$ cat src/rtl/core_pkg.sv
// Shared constants and types for the 16-bit pipelined core.
// Latency: n/a (package only).
// Backpressure: n/a (package only).
package core_pkg;

  // Datapath/address width and register-specifier width.
  localparam int DW = 16;
  localparam int RW = 3;

  // Halt tracking in the memory stage: RUN until a halting instruction
  // has been seen there, then HALTED until reset.
  typedef enum logic [0:0] {
    RUN    = 1'b0,
    HALTED = 1'b1
  } halt_state_t;

endpackage

$ cat src/rtl/ex_mem_if.sv
// Execute-to-memory boundary bundle: ex_* inputs, hazard controls, writeback snoop, mem_* outputs.
// Latency: n/a (wires only).
// Backpressure: stall/flush from the hazard unit travel in this bundle.
interface ex_mem_if #(
  parameter int DW = core_pkg::DW,
  parameter int RW = core_pkg::RW
);
  // Execute-stage side
  logic          ex_valid;
  logic [DW-1:0] ex_alu_out;
  logic [DW-1:0] ex_wr_data;
  logic [RW-1:0] ex_st_reg;
  logic          ex_mem_rd;
  logic          ex_mem_wr;
  logic          ex_reg_wr;
  logic          ex_halt;
  logic [RW-1:0] ex_wr_reg;

  // Hazard unit controls
  logic          stall;
  logic          flush;

  // Writeback snoop for store-data forwarding
  logic          wb_reg_wr;
  logic [RW-1:0] wb_wr_reg;
  logic [DW-1:0] wb_data;

  // Memory-stage side
  logic          mem_valid;
  logic          mem_rd;
  logic          mem_wr;
  logic          mem_reg_wr;
  logic          mem_halt;
  logic [DW-1:0] mem_alu_out;
  logic [DW-1:0] mem_wr_data;
  logic [RW-1:0] mem_wr_reg;
  logic          dump;

  // Driver of the execute stage / hazard unit / writeback
  modport master (
    output ex_valid, ex_alu_out, ex_wr_data, ex_st_reg,
           ex_mem_rd, ex_mem_wr, ex_reg_wr, ex_halt, ex_wr_reg,
           stall, flush, wb_reg_wr, wb_wr_reg, wb_data,
    input  mem_valid, mem_rd, mem_wr, mem_reg_wr, mem_halt,
           mem_alu_out, mem_wr_data, mem_wr_reg, dump
  );

  // The pipeline latch itself
  modport slave (
    input  ex_valid, ex_alu_out, ex_wr_data, ex_st_reg,
           ex_mem_rd, ex_mem_wr, ex_reg_wr, ex_halt, ex_wr_reg,
           stall, flush, wb_reg_wr, wb_wr_reg, wb_data,
    output mem_valid, mem_rd, mem_wr, mem_reg_wr, mem_halt,
           mem_alu_out, mem_wr_data, mem_wr_reg, dump
  );

endinterface

$ cat src/rtl/ex_mem_latch_pipe_reg.sv
// Width-parameterised pipeline register: rst -> 0, flush -> flush_val, hold -> keep, else load d.
// Latency: one cycle from d to q.
// Backpressure: hold freezes the contents; flush overrides hold.
module pipe_reg #(
  parameter int W = 1
) (
  input  logic         clk,
  input  logic         rst,
  input  logic         flush,
  input  logic         hold,
  input  logic [W-1:0] flush_val,
  input  logic [W-1:0] d,
  output logic [W-1:0] q
);

  // Priority register update: reset, then flush value, then hold, then load.
  always_ff @(posedge clk) begin
    if (rst) begin
      q <= '0;
    end else if (flush) begin
      q <= flush_val;
    end else if (!hold) begin
      q <= d;
    end
  end

endmodule

$ cat src/rtl/ex_mem_latch.sv
// EX/MEM pipeline latch with halt tracking (one-shot dump); optional WB->MEM store-data forwarding under EX_MEM_FWD_EN.
// Latency: one cycle ex_* -> mem_*; dump is decoded from registered state only.
// Backpressure: stall holds the contents (forwarding may still refresh store data), flush inserts a bubble.
module ex_mem_latch #(
  parameter int DW = core_pkg::DW,
  parameter int RW = core_pkg::RW
) (
  input logic      clk,
  input logic      rst,
  ex_mem_if.slave  bus
);
  import core_pkg::*;

  halt_state_t   state;
  logic          halted;
  logic          cap_ok;
  logic [4:0]    ctl_d;
  logic [4:0]    ctl_q;
  logic [DW-1:0] alu_q;
  logic [RW-1:0] wr_reg_q;
  logic [DW-1:0] wr_data_d;
  logic [DW-1:0] wr_data_q;
  logic          wr_data_hold;
  logic          fwd_cap;
  logic          fwd_hold;

  assign halted = (state == HALTED);

  // After a halt has reached this stage, every new capture is a bubble.
  assign cap_ok = bus.ex_valid & ~halted;

  // Control bits are qualified with valid on the way in, so an invalid slot
  // never carries an active control bit.
  assign ctl_d = {cap_ok,
                  bus.ex_mem_rd & cap_ok,
                  bus.ex_mem_wr & cap_ok,
                  bus.ex_reg_wr & cap_ok,
                  bus.ex_halt   & cap_ok};

  // Control group: flush clears to a bubble.
  pipe_reg #(.W(5)) u_ctl (
    .clk       (clk),
    .rst       (rst),
    .flush     (bus.flush),
    .hold      (bus.stall),
    .flush_val (5'b0),
    .d         (ctl_d),
    .q         (ctl_q)
  );

  // Address/destination group: a flush leaves the data as is since valid is cleared.
  pipe_reg #(.W(DW)) u_alu (
    .clk       (clk),
    .rst       (rst),
    .flush     (bus.flush),
    .hold      (bus.stall),
    .flush_val (alu_q),
    .d         (bus.ex_alu_out),
    .q         (alu_q)
  );

  pipe_reg #(.W(RW)) u_wr_reg (
    .clk       (clk),
    .rst       (rst),
    .flush     (bus.flush),
    .hold      (bus.stall),
    .flush_val (wr_reg_q),
    .d         (bus.ex_wr_reg),
    .q         (wr_reg_q)
  );

`ifdef EX_MEM_FWD_EN
  logic [RW-1:0] st_reg_q;

  // Source register of the held store, kept so a late writeback can still be forwarded.
  pipe_reg #(.W(RW)) u_st_reg (
    .clk       (clk),
    .rst       (rst),
    .flush     (bus.flush),
    .hold      (bus.stall),
    .flush_val (st_reg_q),
    .d         (bus.ex_st_reg),
    .q         (st_reg_q)
  );

  // Load directly followed by a dependent store: take the value being written back.
  assign fwd_cap  = bus.ex_mem_wr & bus.wb_reg_wr & (bus.wb_wr_reg == bus.ex_st_reg);
  // mem_wr is already valid-qualified, so this only fires for a real held store.
  assign fwd_hold = bus.mem_wr & bus.wb_reg_wr & (bus.wb_wr_reg == st_reg_q);
`else
  logic unused_fwd;

  // Without forwarding the hazard unit stalls load->store pairs; wb_* and st_reg are not needed.
  assign fwd_cap    = 1'b0;
  assign fwd_hold   = 1'b0;
  assign unused_fwd = ^{bus.ex_st_reg, bus.wb_reg_wr, bus.wb_wr_reg, bus.wb_data};
`endif

  // While stalled the only new value store data can take is the writeback value.
  assign wr_data_d    = (bus.stall | fwd_cap) ? bus.wb_data : bus.ex_wr_data;
  assign wr_data_hold = bus.stall & ~fwd_hold;

  pipe_reg #(.W(DW)) u_wr_data (
    .clk       (clk),
    .rst       (rst),
    .flush     (bus.flush),
    .hold      (wr_data_hold),
    .flush_val (wr_data_q),
    .d         (wr_data_d),
    .q         (wr_data_q)
  );

  // Halt FSM: leave RUN the cycle after a valid halt is registered; only reset returns to RUN.
  always_ff @(posedge clk) begin
    if (rst) begin
      state <= RUN;
    end else if (state == RUN && ctl_q[4] && ctl_q[0]) begin
      state <= HALTED;
    end
  end

  assign bus.mem_valid   = ctl_q[4];
  assign bus.mem_rd      = ctl_q[3];
  assign bus.mem_wr      = ctl_q[2];
  assign bus.mem_reg_wr  = ctl_q[1];
  assign bus.mem_halt    = ctl_q[0];
  assign bus.mem_alu_out = alu_q;
  assign bus.mem_wr_data = wr_data_q;
  assign bus.mem_wr_reg  = wr_reg_q;

  // Single pulse: a stalled halt sees HALTED from its second cycle on; flush cannot reach this term.
  assign bus.dump = (state == RUN) & ctl_q[4] & ctl_q[0];

endmodule

$ cat src/flat_wrapper.sv
// flat-port wrapper written by rule: the top's interface ports become plain ports
module ex_mem_latch_flat import core_pkg::*;
#(
  parameter int DW = core_pkg::DW,
  parameter int RW = core_pkg::RW
)
  (clk, rst, bus_ex_valid, bus_ex_alu_out, bus_ex_wr_data, bus_ex_st_reg, bus_ex_mem_rd, bus_ex_mem_wr, bus_ex_reg_wr, bus_ex_halt, bus_ex_wr_reg, bus_stall, bus_flush, bus_wb_reg_wr, bus_wb_wr_reg, bus_wb_data, bus_mem_valid, bus_mem_rd, bus_mem_wr, bus_mem_reg_wr, bus_mem_halt, bus_mem_alu_out, bus_mem_wr_data, bus_mem_wr_reg, bus_dump);
  ex_mem_if #(.DW(DW), .RW(RW)) bus_i ();
  input logic clk;
  input logic rst;
  input wire logic [$bits(bus_i.ex_valid)-1:0] bus_ex_valid;
  input wire logic [$bits(bus_i.ex_alu_out)-1:0] bus_ex_alu_out;
  input wire logic [$bits(bus_i.ex_wr_data)-1:0] bus_ex_wr_data;
  input wire logic [$bits(bus_i.ex_st_reg)-1:0] bus_ex_st_reg;
  input wire logic [$bits(bus_i.ex_mem_rd)-1:0] bus_ex_mem_rd;
  input wire logic [$bits(bus_i.ex_mem_wr)-1:0] bus_ex_mem_wr;
  input wire logic [$bits(bus_i.ex_reg_wr)-1:0] bus_ex_reg_wr;
  input wire logic [$bits(bus_i.ex_halt)-1:0] bus_ex_halt;
  input wire logic [$bits(bus_i.ex_wr_reg)-1:0] bus_ex_wr_reg;
  input wire logic [$bits(bus_i.stall)-1:0] bus_stall;
  input wire logic [$bits(bus_i.flush)-1:0] bus_flush;
  input wire logic [$bits(bus_i.wb_reg_wr)-1:0] bus_wb_reg_wr;
  input wire logic [$bits(bus_i.wb_wr_reg)-1:0] bus_wb_wr_reg;
  input wire logic [$bits(bus_i.wb_data)-1:0] bus_wb_data;
  output wire logic [$bits(bus_i.mem_valid)-1:0] bus_mem_valid;
  output wire logic [$bits(bus_i.mem_rd)-1:0] bus_mem_rd;
  output wire logic [$bits(bus_i.mem_wr)-1:0] bus_mem_wr;
  output wire logic [$bits(bus_i.mem_reg_wr)-1:0] bus_mem_reg_wr;
  output wire logic [$bits(bus_i.mem_halt)-1:0] bus_mem_halt;
  output wire logic [$bits(bus_i.mem_alu_out)-1:0] bus_mem_alu_out;
  output wire logic [$bits(bus_i.mem_wr_data)-1:0] bus_mem_wr_data;
  output wire logic [$bits(bus_i.mem_wr_reg)-1:0] bus_mem_wr_reg;
  output wire logic [$bits(bus_i.dump)-1:0] bus_dump;
  assign bus_i.ex_valid = bus_ex_valid;
  assign bus_i.ex_alu_out = bus_ex_alu_out;
  assign bus_i.ex_wr_data = bus_ex_wr_data;
  assign bus_i.ex_st_reg = bus_ex_st_reg;
  assign bus_i.ex_mem_rd = bus_ex_mem_rd;
  assign bus_i.ex_mem_wr = bus_ex_mem_wr;
  assign bus_i.ex_reg_wr = bus_ex_reg_wr;
  assign bus_i.ex_halt = bus_ex_halt;
  assign bus_i.ex_wr_reg = bus_ex_wr_reg;
  assign bus_i.stall = bus_stall;
  assign bus_i.flush = bus_flush;
  assign bus_i.wb_reg_wr = bus_wb_reg_wr;
  assign bus_i.wb_wr_reg = bus_wb_wr_reg;
  assign bus_i.wb_data = bus_wb_data;
  assign bus_mem_valid = bus_i.mem_valid;
  assign bus_mem_rd = bus_i.mem_rd;
  assign bus_mem_wr = bus_i.mem_wr;
  assign bus_mem_reg_wr = bus_i.mem_reg_wr;
  assign bus_mem_halt = bus_i.mem_halt;
  assign bus_mem_alu_out = bus_i.mem_alu_out;
  assign bus_mem_wr_data = bus_i.mem_wr_data;
  assign bus_mem_wr_reg = bus_i.mem_wr_reg;
  assign bus_dump = bus_i.dump;
  ex_mem_latch #(.DW(DW), .RW(RW)) u_core (.clk(clk), .rst(rst), .bus(bus_i));
endmodule
$ cat config.mk
export PLATFORM = sky130hd
export DESIGN_NAME = ex_mem_latch_flat
export DESIGN_NICKNAME = d
export VERILOG_FILES = /design/src/rtl/core_pkg.sv /design/src/rtl/ex_mem_if.sv /design/src/rtl/ex_mem_latch_pipe_reg.sv /design/src/rtl/ex_mem_latch.sv /design/src/flat_wrapper.sv
export SDC_FILE = /design/constraint.sdc
export NUM_CORES = 1
export LEC_CHECK = 0
export ABC_CLOCK_PERIOD_IN_PS = 2000
export CORE_UTILIZATION = 40
export DETAILED_ROUTE_END_ITERATION = 10
export GPL_TIMING_DRIVEN = 0
export PLACE_DENSITY = 0.76
export SETUP_SLACK_MARGIN = 0.15
export SYNTH_ARGS = -nofsm -noshare
export SYNTH_HDL_FRONTEND = slang
export SYNTH_HIERARCHICAL = 1
export SYNTH_SLANG_ARGS = --single-unit
export TNS_END_PERCENT = 10
$ cat constraint.sdc
create_clock -name clk -period 2 [get_ports clk]
set_input_delay 0.4 -clock clk [delete_from_list [all_inputs] [get_ports clk]]
set_output_delay 0.4 -clock clk [all_outputs]
set_load 0.01 [all_outputs]
==> results of run 1 <==
-- flip-flops by register name, indices dropped and copies added (netlist names) --
signal	cells
u_core/u_alu/q	16
u_core/u_wr_data/q	16
u_core/u_ctl/q	5
u_core/u_wr_reg/q	3
u_core/halted	1
-- report_power, final --
group	internal, mW	leakage [nW]	switching, mW
clock network	0.496	0.0681	0.294
registers	0.877	0.340	0.0446
logic	0.351	1.01	0.211
-- through the flow --
step | hold slack (ps) | power (mW) | setup TNS, ps | util, %
after floorplan | 460 | 1.22 | 0 | -
after global placement | 497 | 1.50 | -6270 | 61.5
after detailed placement | 487 | 1.51 | -4180 | 61.5
after CTS | 515 | 2.30 | 0 | 63.9
after global routing | 531 | 2.39 | 0 | 63.9
final | 513 | 2.27 | 0 | 63.9
-- synth_stat cells, drive strengths merged --
| cell | number | area [µm²] |
|---|---|---|
| and2 | 4 | 25.0 |
| mux2i | 40 | 400 |
| nor2b | 41 | 257 |
| inv | 4 | 15.0 |
| a21oi | 1 | 5.00 |
| a211oi | 40 | 400 |
| mux2 | 16 | 218 |
| dfxtp | 41 | 821 |
| conb | 1 | 3.75 |
| nand2 | 1 | 3.75 |
| clkbuf | 2 | 7.51 |
| buf | 13 | 138 |
| nor2 | 2 | 7.51 |
-- critical path: cells and delay by family (launching register included) --
family        cells  cell delay (ps)
flops             1              410
simple gates      2              150
buf+inv           1              530
-- cells in the final DEF (no fill, tap or decap), drive strengths merged --
| cell type | count |
|---|---|
| clkinv | 1 |
| mux2i | 40 |
| a21oi | 1 |
| bufinv | 2 |
| mux2 | 16 |
| a211oi | 40 |
| clkdlybuf4s50 | 98 |
| dfxtp | 41 |
| conb | 5 |
| dlygate4sd2 | 2 |
| inv | 4 |
| clkbuf | 7 |
| nand2 | 1 |
| nor2b | 41 |
| buf | 13 |
| nor2 | 2 |
| and2 | 4 |
-- per-layer routing --
| layer | global-route usage [%] | vias up |
|---|---|---|
| met4 | 4.53 | 0 |
| li1 | - | 958 |
| met1 | 22.0 | 847 |
| met2 | 28.4 | 69 |
| met3 | 6.35 | 2 |
| met5 | 0 | - |
-- worst max path at each step --
| stage | end | slack [ps] |
|---|---|---|
| finish | bus_dump | 220 |
| CTS | bus_dump | 210 |
| floorplan | u_core/u_wr_data/q[10]$_SDFFE_PP0P_ | 710 |
| detailed placement | u_core/u_wr_data/q[4]$_SDFFE_PP0P_ | -220 |
| global route | bus_dump | 180 |
| global placement | u_core/u_wr_data/q[6]$_SDFFE_PP0P_ | -270 |
-- what timing repair did --
action	4_1_cts	5_1_grt
resized for setup	2	0
hold buffers	0	0
endpoints found under the setup margin	20	0
-- logic make-up after synthesis --
kind of cell / count (synthesis) / share of synthesized area, %
flip-flops: 41 / 35.7
other: 1 / 0.163
AO/OA/AOI/OAI: 41 / 17.6
multiplexers: 56 / 26.9
AND/OR/NAND/NOR: 48 / 12.7
buffers and inverters: 19 / 6.96
-- layout make-up --
type | instances | area share, %
timing repair buffer | 100 | 28.2
multi-input combinational | 150 | 37.7
tap | 72 | 2.55
clock buffer | 5 | 1.94
clock inverter | 3 | 1.84
buffer | 15 | 4.10
inverter | 4 | 0.424
sequential | 41 | 23.2
==> results.toml, run 1 <==
[synth]
synthCells = 206
synth.ff_latch_count = 41
ys_seq_area_share_pct = 35.7
yosysWarnings = 6
syn_area_mm2 = 0.00230
synth.avg_cell_area_um2 = 11.2
synthDistinctLibCells = 19

[global_routing]
grt_pass1_vias = 1882
grt_pass1_wl_um = 8560
grt_max_degree = 27
grt_use_total_pct = 17.6
grt_overflow = 0
antenna_found_initial = 0

[clocking]
clockRootBuffer = "clkbuf_8"
post-cts-setup-buffers = 0
clk_latency_ps = 290
clk_path_buf_depth = 2
cts-buffers-inserted = 5
htree_levels = 2
clkTransAtPathRegs_ps = 80
cts_tree = "built"
cts_sinks = 41

[placement]
io_buffer_count = 100
dp_cells = 382
hpwl_um = 3770
place_area_mm2 = 0.00341
place.gp.congestion = 0.663
place_ws_ps = -224

[sta]
fmax_ghz = 0.563
setup_viol = 0
tightest_slew_ps = 738
hold_viol = 0
period_needed_ps = 1780
final.setup_skew_ps = 0.463
drv_slew = 0
rsz0062_at_grt = "no"
fin_crit_sh_pct = 88.9
setup_ws_ps = 223
slew_headroom_pct = 50.8

[die]
rows = 27
die_w_um = 77.8
die_area_mm2 = 0.00606
coreArea_mm2 = 0.00554
start_util_pct = 41.5
die_h_um = 77.8
ios = 108

[detailed_routing]
drt-met1-wl_um = 2420
drt_iter0_drc = 61
ant_nets = 0
met3_length_um = 449
top_layer = "met4"
totalWireLength_um = 5230
detail_route.vias_per_cell = 4.81
wl_per_cell_um = 13.4
met2_length_um = 2350
post-route-drc-count = 0
dr_total_vias = 1876
firstDrtPassIters = 4

[final_layout]
multiInputGateArea_mm2 = 0.00134
final-seq-area_um2 = 821
n_fill_cell = 486
layout-area-overhead-vs-synth_pct = 53.8
diodes = 0
final_area_mm2 = 0.00354
layout.cells.non_filler = 390
drive_gt1_share_pct = 17.3
fin_nets = 384

[worst_setup_path]
rrSetupSlack_ps = 850
cp_max_fo = 4
crit_required_ps = 1600
cp_slowest_stage_delay_ps = 530
critPathArrivalTime_ps = 1380
critPathKind = "register to output port"
crit_start = "u_core/u_ctl/q[4]$_SDFFE_PP0P_"
worstSetupEndpointType = "output port"
cp_cell_sequence = "nand2_1, nor2_1, clkdlybuf4s50_1"
r2r-start = "u_core/halted$_SDFFE_PP0P_"
cp_slowest_cell = "clkdlybuf4s50_1"
critPathLaunchType = "register"
regToRegEndpoint = "u_core/u_ctl/q[1]$_SDFFE_PP0P_"
rr_worst_depth = 4

[power_and_ir_drop]
peakVddDrop_v = 0.000350
leakage_nw = 1.42
power_density_mw_per_mm2 = 643

[worst_hold_path]
min_to = "u_core/halted$_SDFFE_PP0P_"
min_path_type = "register to register"
holdPathStages = 2
hp-start = "u_core/halted$_SDFFE_PP0P_"

[run_status]
status = "finished clean"

[run]
maxCapViolCount = 0
(Power assumes the default switching activity.)
==> run 2, diff against run 1 <==
Settings changed: REMOVE_ABC_BUFFERS set to 1.
==> run 2 against run 1 <==
Clock skew is essentially flat. Via count shrank 1.7%. Critical path depth is the same. Sequential power is essentially flat. Setup slack gained 19 ps. Flip-flop and latch count is the same. Critical path type is now primary input to register.
==> results.toml, run 2 (same netlist as run 1, synthesis figures left out) <==
[final_layout]
diodes = 0
drive_gt1_share_pct = 15.8
layout-area-overhead-vs-synth_pct = 46.8
layout.cells.non_filler = 376
fin_nets = 370
layout_commonest_cell = "clkdlybuf4s50_1"
top_regs = "u_core/u_alu/q (16), u_core/u_wr_data/q (16), u_core/u_ctl/q (5)"
final_cell_mix = "clkdlybuf4s50_1 (97), nor2b_1 (41), dfxtp_1 (41)"

[sta]
drv_slew = 0
fin_crit_sh_pct = 87.9
final.setup_skew_ps = 0.367
slew_headroom_pct = 39.0
period_needed_ps = 1760
rsz0062_at_grt = "yes"
whs_ps = 524
tightest_slew_ps = 915
hold_viol = 0
setup_viol = 0
fmax_ghz = 0.569

[run_status]
status = "finished clean"

[clocking]
clkTransAtPathRegs_ps = 80
clockRootBuffer = "clkbuf_8"
cts_sinks = 41
cts-buffers-inserted = 5
cts_hold_buf = 0
post-cts-setup-buffers = 0
clk_path_buf_depth = 2
htree_levels = 2
clk_latency_ps = 290
cts_tree = "built"
cts-resized-gates = 3

[die]
start_util_pct = 41.5
coreArea_mm2 = 0.00554
ios = 108
die_w_um = 77.8
die_area_mm2 = 0.00606
rows = 27
die_h_um = 77.8

[worst_setup_path]
critPathLaunchType = "primary input"
crit_required_ps = 2200
rrSetupSlack_ps = 810
cp_cell_sequence = "clkdlybuf4s15_2, inv_1, a211oi_1"
cp_slowest_cell = "clkdlybuf4s15_2"
crit_start = "bus_flush"
cp_max_fo = 44
rr_worst_depth = 4
cp_slowest_stage_delay_ps = 640
regToRegEndpoint = "u_core/u_ctl/q[3]$_SDFFE_PP0P_"
critPathArrivalTime_ps = 1960
worstSetupEndpointType = "register"
r2r-start = "u_core/halted$_SDFFE_PP0P_"
critPathKind = "primary input to register"

[power_and_ir_drop]
leakage_nw = 1.34
power.internal_mw = 1.52
pwr-share-seq_pct = 44.8
power.total_mw = 2.05
switching_share_pct = 25.9
switchingPower_mw = 0.530
p_clk_share_pct = 28.9
peakVddDrop_v = 0.000392
p_comb_share_pct = 26.2
power_density_mw_per_mm2 = 607

[detailed_routing]
firstDrtPassIters = 6
post-route-drc-count = 0
wl_per_cell_um = 13.4
detail_route.vias_per_cell = 4.91
ant_nets = 0
dr_total_vias = 1845
totalWireLength_um = 5050
drt_iter0_drc = 63

[run]
maxCapViolCount = 0

[placement]
io_buffer_count = 100
place.gp.congestion = 0.687
dp_cells = 368
hpwl_um = 3320

[worst_hold_path]
holdPathStages = 2
min_path_type = "register to register"
min_to = "u_core/halted$_SDFFE_PP0P_"
hp-start = "u_core/halted$_SDFFE_PP0P_"

[global_routing]
grt_max_degree = 57
grt_pass1_vias = 1741
grt_overflow = 0
antenna_found_initial = 0
grt_pass1_wl_um = 7930
grt_use_total_pct = 16.6
==> run 2: how the worst max path moves through the flow <==
stage                                           to  slack [ps]  depth (start not counted)
2_1_floorplan       u_core/u_ctl/q[0]$_SDFFE_PP0P_         930                          4
3_3_place_gp   u_core/u_wr_data/q[15]$_SDFFE_PP0P_       -2180                          4
3_5_place_dp       u_core/u_alu/q[14]$_SDFFE_PP0P_        -990                          3
4_1_cts             u_core/u_alu/q[0]$_SDFFE_PP0P_         220                          3
5_1_grt             u_core/u_alu/q[0]$_SDFFE_PP0P_          70                          3
6_report            u_core/u_alu/q[0]$_SDFFE_PP0P_         240                          3
==> run 2: power by group through the flow <==
stage,Clock [mW],Combinational (mW),Sequential (mW)
3_5_place_dp,0,0.542,0.939
5_1_grt,0.661,0.576,0.928
4_1_cts,0.613,0.544,0.920
2_1_floorplan,0,0.203,0.962
6_report,0.594,0.538,0.919
3_3_place_gp,0,0.553,0.936
==> run 2: critical path: cells and delay by family <==
family | cells | cell delay, ps
compound gates | 1 | 350
buf+inv | 2 | 1190
==> run 2: cell type report <==
class                   count  area, µm²
inverters                   4       15.0
clock inverters             1       5.00
flip-flops and latches     41        821
fillers                   511       2160
repair buffers            101       1010
well taps                  72       90.1
clock buffers               7       96.3
multi-input cells         150       1340
==> run 2: per-layer routing <==
layer / GRT usage (%) / part of all wire, % / up-vias
met4: 5.66 / 1.1 / 0
met1: 19.7 / 44 / 852
met2: 28.2 / 47 / 59
met5: 0 / 0 / -
li1: - / - / 927
met3: 4.94 / 8.2 / 7
==> run 2: through the flow <==
step	util, %	setup slack, ps	setup TNS, ps	instance area [µm²]
6_report	61.0	241	0	3380
5_1_grt	61.0	69.0	0	3380
2_1_floorplan	-	931	0	2170
3_5_place_dp	59.1	-988	-33030	3270
3_3_place_gp	58.9	-2180	-79170	3260
4_1_cts	61.0	219	0	3380
